File: src/rtl/fifo_param_if.sv
// ---------------------------------------------------------------------------
// fifo_param_if
// Bundles the producer/consumer side of fifo_param.
//   master : the user side. It drives the write data, the wr/rd requests,
//            the thresholds and err_clr, and it observes the FIFO outputs.
//   slave  : the FIFO itself.
// Signals:
//   Fifo_Data_in, Fifo_wr, Fifo_rd, umbral_alto, umbral_bajo, err_clr  (to FIFO)
//   Fifo_Data_out, valid_read, Fifo_full, Fifo_empty, almost_full,
//   almost_empty, Fifo_count, Fifo_rd_error, Fifo_wr_error, Fifo_error (from FIFO)
// ---------------------------------------------------------------------------
interface fifo_param_if #(
   parameter int BITNUMBER = 6,
   parameter int LENGTH    = 4,
   parameter int PTRW      = $clog2(LENGTH)
);
   logic [BITNUMBER-1:0] Fifo_Data_in;
   logic                 Fifo_wr;
   logic                 Fifo_rd;
   logic [PTRW:0]        umbral_alto;
   logic [PTRW:0]        umbral_bajo;
   logic                 err_clr;
   logic [BITNUMBER-1:0] Fifo_Data_out;
   logic                 valid_read;
   logic                 Fifo_full;
   logic                 Fifo_empty;
   logic                 almost_full;
   logic                 almost_empty;
   logic [PTRW:0]        Fifo_count;
   logic                 Fifo_rd_error;
   logic                 Fifo_wr_error;
   logic                 Fifo_error;

   modport master (
      output Fifo_Data_in, Fifo_wr, Fifo_rd, umbral_alto, umbral_bajo, err_clr,
      input  Fifo_Data_out, valid_read, Fifo_full, Fifo_empty, almost_full,
             almost_empty, Fifo_count, Fifo_rd_error, Fifo_wr_error, Fifo_error
   );

   modport slave (
      input  Fifo_Data_in, Fifo_wr, Fifo_rd, umbral_alto, umbral_bajo, err_clr,
      output Fifo_Data_out, valid_read, Fifo_full, Fifo_empty, almost_full,
             almost_empty, Fifo_count, Fifo_rd_error, Fifo_wr_error, Fifo_error
   );
endinterface

File: src/rtl/fifo_param.sv
// ---------------------------------------------------------------------------
// fifo_param
// Parametrised synchronous FIFO. It provides programmable almost-full and
// almost-empty thresholds, an occupancy count, one-cycle rd/wr error pulses
// and a sticky error flag that is cleared with err_clr.
// Ports:
//   clk    rising-edge clock
//   reset  asynchronous, active-low reset
//   bus    fifo_param_if.slave (data, requests, thresholds, flags, errors)
// Read data is registered, so it arrives one cycle after the request and
// valid_read marks that cycle. The status flags are combinational from the
// registered count and the live threshold inputs.
// ---------------------------------------------------------------------------
module fifo_param #(
   parameter int BITNUMBER = 6,
   parameter int LENGTH    = 4,
   parameter int PTRW      = $clog2(LENGTH)
) (
   input  logic        clk,
   input  logic        reset,
   fifo_param_if.slave bus
);

   localparam logic [PTRW:0]   DEPTH_C   = (PTRW+1)'(LENGTH);
   localparam logic [PTRW:0]   CNT_ONE_C = (PTRW+1)'(1);
   localparam logic [PTRW-1:0] PTR_ONE_C = PTRW'(1);

   logic [BITNUMBER-1:0] mem_r [LENGTH];
   logic [PTRW-1:0]      wr_ptr_r;
   logic [PTRW-1:0]      rd_ptr_r;
   logic [PTRW:0]        count_r;
   logic [BITNUMBER-1:0] data_out_r;
   logic                 valid_read_r;
   logic                 rd_error_r;
   logic                 wr_error_r;
   logic                 error_r;

   logic                 full_s;
   logic                 empty_s;
   logic                 rd_accept_s;
   logic                 wr_accept_s;
   logic                 rd_reject_s;
   logic                 wr_reject_s;
   logic [PTRW:0]        count_next_s;
   logic                 error_next_s;

   // Acceptance decisions use the count before the edge. When the FIFO is
   // full, a simultaneous read frees the slot that the write then uses.
   always_comb begin
      full_s       = (count_r == DEPTH_C);
      empty_s      = (count_r == {(PTRW+1){1'b0}});
      rd_accept_s  = bus.Fifo_rd & ~empty_s;
      rd_reject_s  = bus.Fifo_rd & empty_s;
      wr_accept_s  = bus.Fifo_wr & (~full_s | bus.Fifo_rd);
      wr_reject_s  = bus.Fifo_wr & full_s & ~bus.Fifo_rd;
      count_next_s = count_r;
      case ({wr_accept_s, rd_accept_s})
         2'b10:   count_next_s = count_r + CNT_ONE_C;
         2'b01:   count_next_s = count_r - CNT_ONE_C;
         default: count_next_s = count_r;
      endcase
      // A new error wins over a coincident clear.
      error_next_s = error_r;
      if (rd_reject_s || wr_reject_s) begin
         error_next_s = 1'b1;
      end else if (bus.err_clr) begin
         error_next_s = 1'b0;
      end else begin
         error_next_s = error_r;
      end
   end

   // Storage array. It has no reset because its contents are don't-care
   // after reset.
   always_ff @(posedge clk) begin
      if (wr_accept_s) begin
         mem_r[wr_ptr_r] <= bus.Fifo_Data_in;
      end
   end

   // Pointers, occupancy, read data and error state.
   always_ff @(posedge clk or negedge reset) begin
      if (!reset) begin
         wr_ptr_r     <= {PTRW{1'b0}};
         rd_ptr_r     <= {PTRW{1'b0}};
         count_r      <= {(PTRW+1){1'b0}};
         data_out_r   <= {BITNUMBER{1'b0}};
         valid_read_r <= 1'b0;
         rd_error_r   <= 1'b0;
         wr_error_r   <= 1'b0;
         error_r      <= 1'b0;
      end else begin
         if (wr_accept_s) begin
            wr_ptr_r <= wr_ptr_r + PTR_ONE_C;
         end
         if (rd_accept_s) begin
            rd_ptr_r   <= rd_ptr_r + PTR_ONE_C;
            data_out_r <= mem_r[rd_ptr_r];
         end
         count_r      <= count_next_s;
         valid_read_r <= rd_accept_s;
         rd_error_r   <= rd_reject_s;
         wr_error_r   <= wr_reject_s;
         error_r      <= error_next_s;
      end
   end

   assign bus.Fifo_Data_out = data_out_r;
   assign bus.valid_read    = valid_read_r;
   assign bus.Fifo_count    = count_r;
   assign bus.Fifo_full     = full_s;
   assign bus.Fifo_empty    = empty_s;
   assign bus.almost_full   = (count_r >= bus.umbral_alto);
   assign bus.almost_empty  = (count_r <= bus.umbral_bajo);
   assign bus.Fifo_rd_error = rd_error_r;
   assign bus.Fifo_wr_error = wr_error_r;
   assign bus.Fifo_error    = error_r;

endmodule

File: src/flat_wrapper.sv
// flat-port wrapper written by rule: the top's interface ports become plain ports
module fifo_param_flat 
#(
   parameter int BITNUMBER = 6,
   parameter int LENGTH    = 4,
   parameter int PTRW      = $clog2(LENGTH)
)
  (clk, reset, bus_Fifo_Data_in, bus_Fifo_wr, bus_Fifo_rd, bus_umbral_alto, bus_umbral_bajo, bus_err_clr, bus_Fifo_Data_out, bus_valid_read, bus_Fifo_full, bus_Fifo_empty, bus_almost_full, bus_almost_empty, bus_Fifo_count, bus_Fifo_rd_error, bus_Fifo_wr_error, bus_Fifo_error);
  fifo_param_if #(.BITNUMBER(BITNUMBER), .LENGTH(LENGTH), .PTRW(PTRW)) bus_i ();
  input  logic clk;
  input  logic reset;
  input wire logic [$bits(bus_i.Fifo_Data_in)-1:0] bus_Fifo_Data_in;
  input wire logic [$bits(bus_i.Fifo_wr)-1:0] bus_Fifo_wr;
  input wire logic [$bits(bus_i.Fifo_rd)-1:0] bus_Fifo_rd;
  input wire logic [$bits(bus_i.umbral_alto)-1:0] bus_umbral_alto;
  input wire logic [$bits(bus_i.umbral_bajo)-1:0] bus_umbral_bajo;
  input wire logic [$bits(bus_i.err_clr)-1:0] bus_err_clr;
  output wire logic [$bits(bus_i.Fifo_Data_out)-1:0] bus_Fifo_Data_out;
  output wire logic [$bits(bus_i.valid_read)-1:0] bus_valid_read;
  output wire logic [$bits(bus_i.Fifo_full)-1:0] bus_Fifo_full;
  output wire logic [$bits(bus_i.Fifo_empty)-1:0] bus_Fifo_empty;
  output wire logic [$bits(bus_i.almost_full)-1:0] bus_almost_full;
  output wire logic [$bits(bus_i.almost_empty)-1:0] bus_almost_empty;
  output wire logic [$bits(bus_i.Fifo_count)-1:0] bus_Fifo_count;
  output wire logic [$bits(bus_i.Fifo_rd_error)-1:0] bus_Fifo_rd_error;
  output wire logic [$bits(bus_i.Fifo_wr_error)-1:0] bus_Fifo_wr_error;
  output wire logic [$bits(bus_i.Fifo_error)-1:0] bus_Fifo_error;
  assign bus_i.Fifo_Data_in = bus_Fifo_Data_in;
  assign bus_i.Fifo_wr = bus_Fifo_wr;
  assign bus_i.Fifo_rd = bus_Fifo_rd;
  assign bus_i.umbral_alto = bus_umbral_alto;
  assign bus_i.umbral_bajo = bus_umbral_bajo;
  assign bus_i.err_clr = bus_err_clr;
  assign bus_Fifo_Data_out = bus_i.Fifo_Data_out;
  assign bus_valid_read = bus_i.valid_read;
  assign bus_Fifo_full = bus_i.Fifo_full;
  assign bus_Fifo_empty = bus_i.Fifo_empty;
  assign bus_almost_full = bus_i.almost_full;
  assign bus_almost_empty = bus_i.almost_empty;
  assign bus_Fifo_count = bus_i.Fifo_count;
  assign bus_Fifo_rd_error = bus_i.Fifo_rd_error;
  assign bus_Fifo_wr_error = bus_i.Fifo_wr_error;
  assign bus_Fifo_error = bus_i.Fifo_error;
  fifo_param #(.BITNUMBER(BITNUMBER), .LENGTH(LENGTH), .PTRW(PTRW)) u_core (.clk(clk), .reset(reset), .bus(bus_i));
endmodule
File: config.mk
export PLATFORM = sky130hd
export DESIGN_NAME = fifo_param_flat
export DESIGN_NICKNAME = d
export VERILOG_FILES = /design/src/rtl/fifo_param_if.sv /design/src/rtl/fifo_param.sv /design/src/flat_wrapper.sv
export SDC_FILE = /design/constraint.sdc
export NUM_CORES = 1
export LEC_CHECK = 0
export CORE_MARGIN = 10
export CORE_UTILIZATION = 40
export DETAILED_ROUTE_END_ITERATION = 7
export MAX_ROUTING_LAYER = met4
export PLACE_DENSITY = 0.64
export RECOVER_POWER = 50
export SLEW_MARGIN = 40
export SYNTH_ARGS = -nofsm -noshare
export SYNTH_HDL_FRONTEND = slang
export SYNTH_SLANG_ARGS = --single-unit
File: constraint.sdc
create_clock -name clk -period 1.7 [get_ports clk]
set_input_delay 0.34 -clock clk [delete_from_list [all_inputs] [get_ports clk]]
set_output_delay 0.34 -clock clk [all_outputs]
set_load 0.005 [all_outputs]
==> run_results.csv <==
group,metric,value,unit
timing,max_clock_freq,0.533,GHz
drt,firstDrtPassIters,2,
drt,vias_per_cell,4.85,
worst_setup_path,crit_chain,"ha_4 -> nor2b_4 -> o21a_1 -> o21ai_1 -> buf_2",
logic_synthesis,synth_common_cells,"edfxtp_1, dfrtp_1, ha_1, inv_1",
layout,register_area,1150,sq um
drt,dr.first_iter.drc_count,71,
worst_setup_path,crit_type,"flip-flop to output port",
clock_network,cts_tree,"yes",
global_route,grt_pass1_vias,1154,
die,chipWidth,87.4,microns
drt,drtAntennaViolNets,0,
run_status,violations,"negative setup slack",
worst_setup_path,regToRegStartpoint,"u_core.bus.Fifo_count[1]",
worst_setup_path,max_stage_delay,0.44,ns
worst_hold_path,hp-class,"flip-flop to flip-flop",
worst_setup_path,worstSetupStartpoint,"u_core.bus.Fifo_count[1]",
logic_synthesis,synth_most_common_cell,"edfxtp_1",
die,dieArea,7630,sq um
layout,fill_cells,335,
place,dp_hpwl,2.69,mm
logic_synthesis,ys.flop_type,"edfxtp_1",
die,num_rows,24,
place,portBuffers,33,
clock_network,cts_sinks,41,
logic_synthesis,synth_largest_area_cell,"edfxtp_1",
worst_setup_path,critPathTopFamily,"flip-flops",
logic_synthesis,async_flop_share,0.415,
logic_synthesis,synth.avg_cell_area,16.1,sq um
layout,multi_input_area,698,sq um
logic_synthesis,synth.area.top_cells,"edfxtp_1, dfrtp_1, ha_1",
drt,drc,0,
worst_setup_path,cp.depth,5,
worst_setup_path,critPathBufInv,1,
worst_setup_path,regToRegEndpoint,"u_core.bus.Fifo_count[2]",
place,place_congestion,0.742,
power_and_ir_drop,ir_drop,0.000735,V
worst_setup_path,slowest_stage,"dfrtp_2",
timing,period_needed,1.88,ns
logic_synthesis,yosysSeqAreaShare,0.631,
timing,rsz0062_at_grt,"yes",
timing,tightest_slew,0.968,ns
clock_network,clk_pin_slew,0.08,ns
worst_setup_path,crit_path_end,"bus_almost_empty",
die,core-area,4380,sq um
power_and_ir_drop,p_leak,1.08,nW
clock_network,clk-insertion-delay-late,0.29,ns
drt,num_vias,1097,
clock_network,cts_max_level,2,
layout,final_layout_size_suffix_gt1_frac,0.379,
layout,syn2layout_area_growth,43.9,%
power_and_ir_drop,total_power,4.41,mW
layout,finish.utilization,0.596,
timing,layout_setup_ws,-0.177,ns
clock_network,cts-root-buf,"clkbuf_8",
run_status,status,"complete, but fails checks",
die,initial_utilization,0.414,
flow_run,maxCapViolCount,0,
timing,hold_viol,0,
timing,finalClockSkew,0.00382,ns
drt,wl_per_cell,16.5,microns
worst_setup_path,cp.required,1.36,ns
global_route,grt_max_degree,18,
logic_synthesis,syn-cell-area,1820,sq um
clock_network,cts_made_buffers,5,
worst_hold_path,hp-start,"u_core.bus.Fifo_Data_out[1]",
worst_setup_path,ff2ff_path_depth,10,
logic_synthesis,ys_types,28,
logic_synthesis,synth_fp_nets,142,
logic_synthesis,yosys_register_bits,41,
power_and_ir_drop,power_density,1690,nW/um^2
timing,maxSlewViolCount,0,
worst_setup_path,worst_setup_path_start_kind,"flip-flop",
global_route,grt_util_all_layers,0.101,
timing,setup_viol,6,
timing,hold_ws,0.511,ns
global_route,grt_overflow,0,
drt,wl,3.74,mm
worst_setup_path,cp_max_fo,2,
layout,nets,202,
logic_synthesis,ys.warnings.count,0,
global_route,grt_pass1_wl,5.77,mm
logic_synthesis,synth-edff-count,24,
place,pre_cts_ws,-0.755,ns
timing,slew_headroom,0.355,
worst_setup_path,reg2reg_slack,-0.14,ns
logic_synthesis,synth_top_area_frac,0.397,
logic_synthesis,synthesis.instances,113,
clock_network,hold_buffers,0,
die,die_h,87.4,microns
global_route,antenna_found_initial,0,
die,io_pins,34,
timing,fin_setup_tns,-0.634,ns
timing,post-route-period-util,1.10,
worst_setup_path,arrival,1.54,ns
worst_setup_path,end_kind,"output port",
clock_network,cts_buffer_depth,2,
layout,antenna_cells,0,
report_power, final:
part | leakage (nW) | internal, mW | switching, mW
Clock | 0.0518 | 0.432 | 0.327
Sequential | 0.422 | 1.38 | 0.229
Combinational | 0.611 | 1.29 | 0.759
kinds of logic (layout without fill, tap and decap cells):
family	count (synthesis)	in the layout	share of synthesized area
flip-flops	41	41	0.631
AND/OR/NAND/NOR	18	18	0.0538
XOR/XNOR	6	6	0.0290
adder cells (fa/ha/maj)	12	12	0.0868
multiplexers	13	13	0.130
AO/OA/AOI/OAI	9	9	0.0351
buffers and inverters	14	75	0.0338
state kept, by name, indices dropped and copies added, names as in the netlist:
name,flops
u_core.bus.Fifo_Data_out,6
u_core.bus.Fifo_rd_error,1
u_core.bus.Fifo_error,1
u_core.bus.valid_read,1
u_core.bus.Fifo_count,3
u_core.bus.Fifo_wr_error,1
u_core.rd_ptr_r,2
u_core.mem_r,24
u_core.wr_ptr_r,2
per-layer routing:
| metal | vias to the layer above | global-route usage | part of all wire |
|---|---|---|---|
| met1 | 552 | 0.110 | 0.38 |
| li1 | 522 | - | - |
| met3 | 5 | 0.0375 | 0.053 |
| met5 | - | - | 0 |
| met2 | 18 | 0.168 | 0.56 |
| met4 | 0 | 0.0304 | 0.010 |
how the worst min path moves through the flow:
stage                                              to  slack (ns)  cells past startpoint
after CTS                 u_core.bus.Fifo_Data_out[5]        0.37                      2
after global placement    u_core.bus.Fifo_Data_out[1]        0.50                      1
after global routing      u_core.bus.Fifo_Data_out[1]        0.54                      1
after detailed placement  u_core.bus.Fifo_Data_out[1]        0.50                      1
final                     u_core.bus.Fifo_Data_out[1]        0.51                      1
after floorplan           u_core.bus.Fifo_Data_out[0]        0.04                      0
stage by stage:
stage	instances	instance area, sq um
after global routing	226	2610
after floorplan	113	1840
final	226	2610
after detailed placement	212	2380
after global placement	212	2380
after CTS	224	2570
what timing repair did:
action / 4_1_cts / 5_1_grt
setup endpoints to repair: 7 / 8
resized for setup: 37 / 9
cloned: 0 / 0
setup buffers: 4 / 3
pin swaps: 15 / 4
final cells by class:
cell class / count / area share
tap: 52 / 0.0249
multi-input combinational: 58 / 0.267
inverter: 11 / 0.0168
clock buffer: 5 / 0.0263
sequential: 41 / 0.440
timing repair buffer: 56 / 0.209
clock inverter: 3 / 0.0158
placed cells by master (no fill, tap or decap), types with 2 or more instances in the layout:
cell,n
ha_4,4
clkdlybuf4s50_1,16
and2_1,5
inv_1,7
a21o_1,2
edfxtp_1,24
buf_2,4
clkbuf_8,5
buf_6,6
buf_4,12
o21ai_1,2
mux4_2,6
xor2_1,3
xnor2_1,3
dlygate4sd2_1,5
dfrtp_1,14
nand2_1,2
mux2_4,6
buf_12,4
dlygate4sd3_1,7
dfrtp_2,3
ha_1,6
inv_2,3
Note: power is estimated with default switching activity, not from simulation.
==> edit: new RTL, config.mk and constraints unchanged <==
`LENGTH` is set to 4 in 3 places; all go to 16.
--- a/src/rtl/fifo_param_if.sv
+++ b/src/rtl/fifo_param_if.sv
@@ -12,5 +12,5 @@
 interface fifo_param_if #(
    parameter int BITNUMBER = 6,
-   parameter int LENGTH    = 4,
+   parameter int LENGTH    = 16,
    parameter int PTRW      = $clog2(LENGTH)
 );
--- a/src/rtl/fifo_param.sv
+++ b/src/rtl/fifo_param.sv
@@ -14,5 +14,5 @@
 module fifo_param #(
    parameter int BITNUMBER = 6,
-   parameter int LENGTH    = 4,
+   parameter int LENGTH    = 16,
    parameter int PTRW      = $clog2(LENGTH)
 ) (
--- a/src/flat_wrapper.sv
+++ b/src/flat_wrapper.sv
@@ -3,5 +3,5 @@
 #(
    parameter int BITNUMBER = 6,
-   parameter int LENGTH    = 4,
+   parameter int LENGTH    = 16,
    parameter int PTRW      = $clog2(LENGTH)
 )
Ports: changed (resized bus_Fifo_count, bus_umbral_alto and bus_umbral_bajo); port bits go from 34 to 40. No check against the original RTL was run, so the function may have changed too.
==> edit against the unedited design <==
The flow still finishes with violations (setup timing). Area after synthesis grew to 2.8 times the old value. Worst hold slack lost 30 ps. Routed wire length grew to 3.1 times the old value. Non-clock buffer count grew 38. Setup slack got worse by 660 ps. Design area rose to 2.7 times the old value. Sequential cell count is 78 higher. Global-route usage grew 3.3 points. Total power rose to 2.7 times the old value. Critical endpoint is now u_core.bus.Fifo_count[4].
==> edit: results (changes against the unedited design) <==
WL met1: 5140 um (was 1410 um)
standard cell area after detailed placement: 6060 um2 (was 2380 um2)
global-route wire length before repair: 17600 um (was 5770 um)
final-stage net count: 437 (was 202)
outcome: finished, violations left (unchanged)
met3 WL post-DR: 682 um (was 197 um)
final worst setup slack: -833 ps (was -177 ps)
failing checks: setup timing (unchanged)
Area contributors post-synth: edfxtp_1 (56%), dfrtp_1 (11%), mux4_1 (9.2%) (was edfxtp_1 (40%), dfrtp_1 (23%), ha_1 (7.6%))
via count normalized by instance count: 5.06 (was 4.85)
router iterations before antenna repair: 4 (was 2)
count of different cell masters after synthesis: 43 (was 28)
input/output buffers: 39 (was 33)
leakage power of the design: 2.62 nW (was 1.08 nW)
Setup violations, final: 104 (was 6)
Hold Crit Class: input pin to async pin (was flip-flop to flip-flop)
filler cell count in the final layout: 1015 (was 335)
clock skew: 7.72 ps (was 3.82 ps)
kind of cell with the highest combined delay on the critical path: simple AND/OR/NAND/NOR gates (was flip-flops)
Async SR Flop Fraction: 19.3% (was 41.5%)
hpwl dp: 7230 um (was 2690 um)
crit path max fanout: 4 (was 2)
flip-flop count of the largest register after layout: 96 (was 24)
area fraction in compound gates after synthesis: 2.86% (was 3.51%)
Post-Place Setup Slack: -873 ps (was -755 ps)
clock transition at the registers of the reported paths: 60 ps (was 80 ps)
number of flops mapped to enable cells by yosys: 96 (was 24)
R2R depth: 12 (was 10)
vias in the first global route: 3090 (was 1154)
number of buffers created by CTS: 17 (was 5)
worst slew slack as a fraction of its limit: 45.6% (was 35.5%)
met2 wire length: 5670 um (was 2090 um)
clock latency on the worst-skew pair: 400 ps (was 290 ps)
Worst path max stage delay: 420 ps (was 440 ps)
largest net degree at the start of global routing: 26 (was 18)
worst reg2reg setup slack: -830 ps (was -140 ps)
area share of fa/ha/maj cells after synthesis: 4.99% (was 8.68%)
fraction of final layout cells with drive strength greater than 1: 40.8% (was 37.9%)
r2r startpoint: u_core.bus.Fifo_count[2] (was u_core.bus.Fifo_count[1])
Iteration-0 DRC Markers: 227 (was 71)
arrival time reported for the critical path endpoint: 2820 ps (was 1540 ps)
Routed WL: 11600 um (was 3740 um)
routability congestion estimate: 0.743 (was 0.742)
part of the Yosys area used for sequential elements: 66.9% (was 63.1%)
GRT Overall Usage: 13.4% (was 10.1%)
clock root buffer: clkbuf_16 (was clkbuf_8)
==> edit: kinds of logic after synthesis <==
kind of cell / after synthesis
DFF: 119
and+or+nand+nor: 59
muxes: 36
buffers and inverters: 28
AOI/OAI and AO/OA: 22
adders and majority gates: 20
xor gates and xnor gates: 9
==> edit: stage by stage <==
step | hold WS (ps) | std cells | total power, mW | setup TNS, ps
floorplan | 44.4 | 293 | 6.18 | -4210
global placement | 476 | 530 | 7.54 | -30400
detailed placement | 478 | 530 | 7.64 | -32040
CTS | 303 | 575 | 11.8 | -12530
global route | 503 | 581 | 12.7 | -19140
finish | 481 | 581 | 12.1 | -10730
==> edit: area by class of cell <==
class                   instances  area [um2]  share of cell area (%)
clock buffers                  17         425                    6.11
well taps                     172         215                    3.09
flip-flops and latches        119        3460                    49.7
multi-input cells             146        1740                    25.0
clock inverters                15         170                    2.44
repair buffers                 94         872                    12.5
inverters                      18        82.6                    1.19
==> edit: layer usage <==
layer / up-vias / GRT usage, %
met5: - / -
met1: 1496 / 16.7
met4: 0 / 4.05
met3: 10 / 4.21
li1: 1338 / -
met2: 98 / 20.6
==> edit: timing repair <==
| item | CTS | global route |
|---|---|---|
| resized for setup | 70 | 39 |
| buffers inserted | 15 | 11 |
| endpoints found under the hold margin | 0 | 0 |
| pin swaps | 20 | 19 |
| endpoints found under the setup margin | 115 | 113 |
| hold buffers | 0 | 0 |
| gates cloned | 2 | 0 |
==> edit: final timing paths <==
path	end
max	u_core.bus.Fifo_count[4]
min	u_core.wr_ptr_r[0]
max reg2reg	u_core.bus.Fifo_count[4]
min reg2reg	u_core.bus.Fifo_error
max in group asynchronous	u_core.rd_ptr_r[2]
min in group clk	u_core.bus.Fifo_error
==> edit: worst register-to-register path: stages (launching register included) <==
cell and delay (ps):
dfrtp_2 420, nor4_4 270, nand2_1 100, o21a_2 220, inv_2 70, ha_4 170, inv_4 40, fa_2 340
nor2b_1 120, o21ai_1 80, nand3_1 90, or3b_4 380, xnor2_1 120
==> edit: where the power goes <==
part	internal (mW)	leakage (nW)	total, mW	switching, mW
clock	2.20	0.292	3.56	1.37
sequential	3.65	1.15	4.00	0.350
combinational	2.53	1.18	4.55	2.02
total	8.37	2.62	12.1	3.73
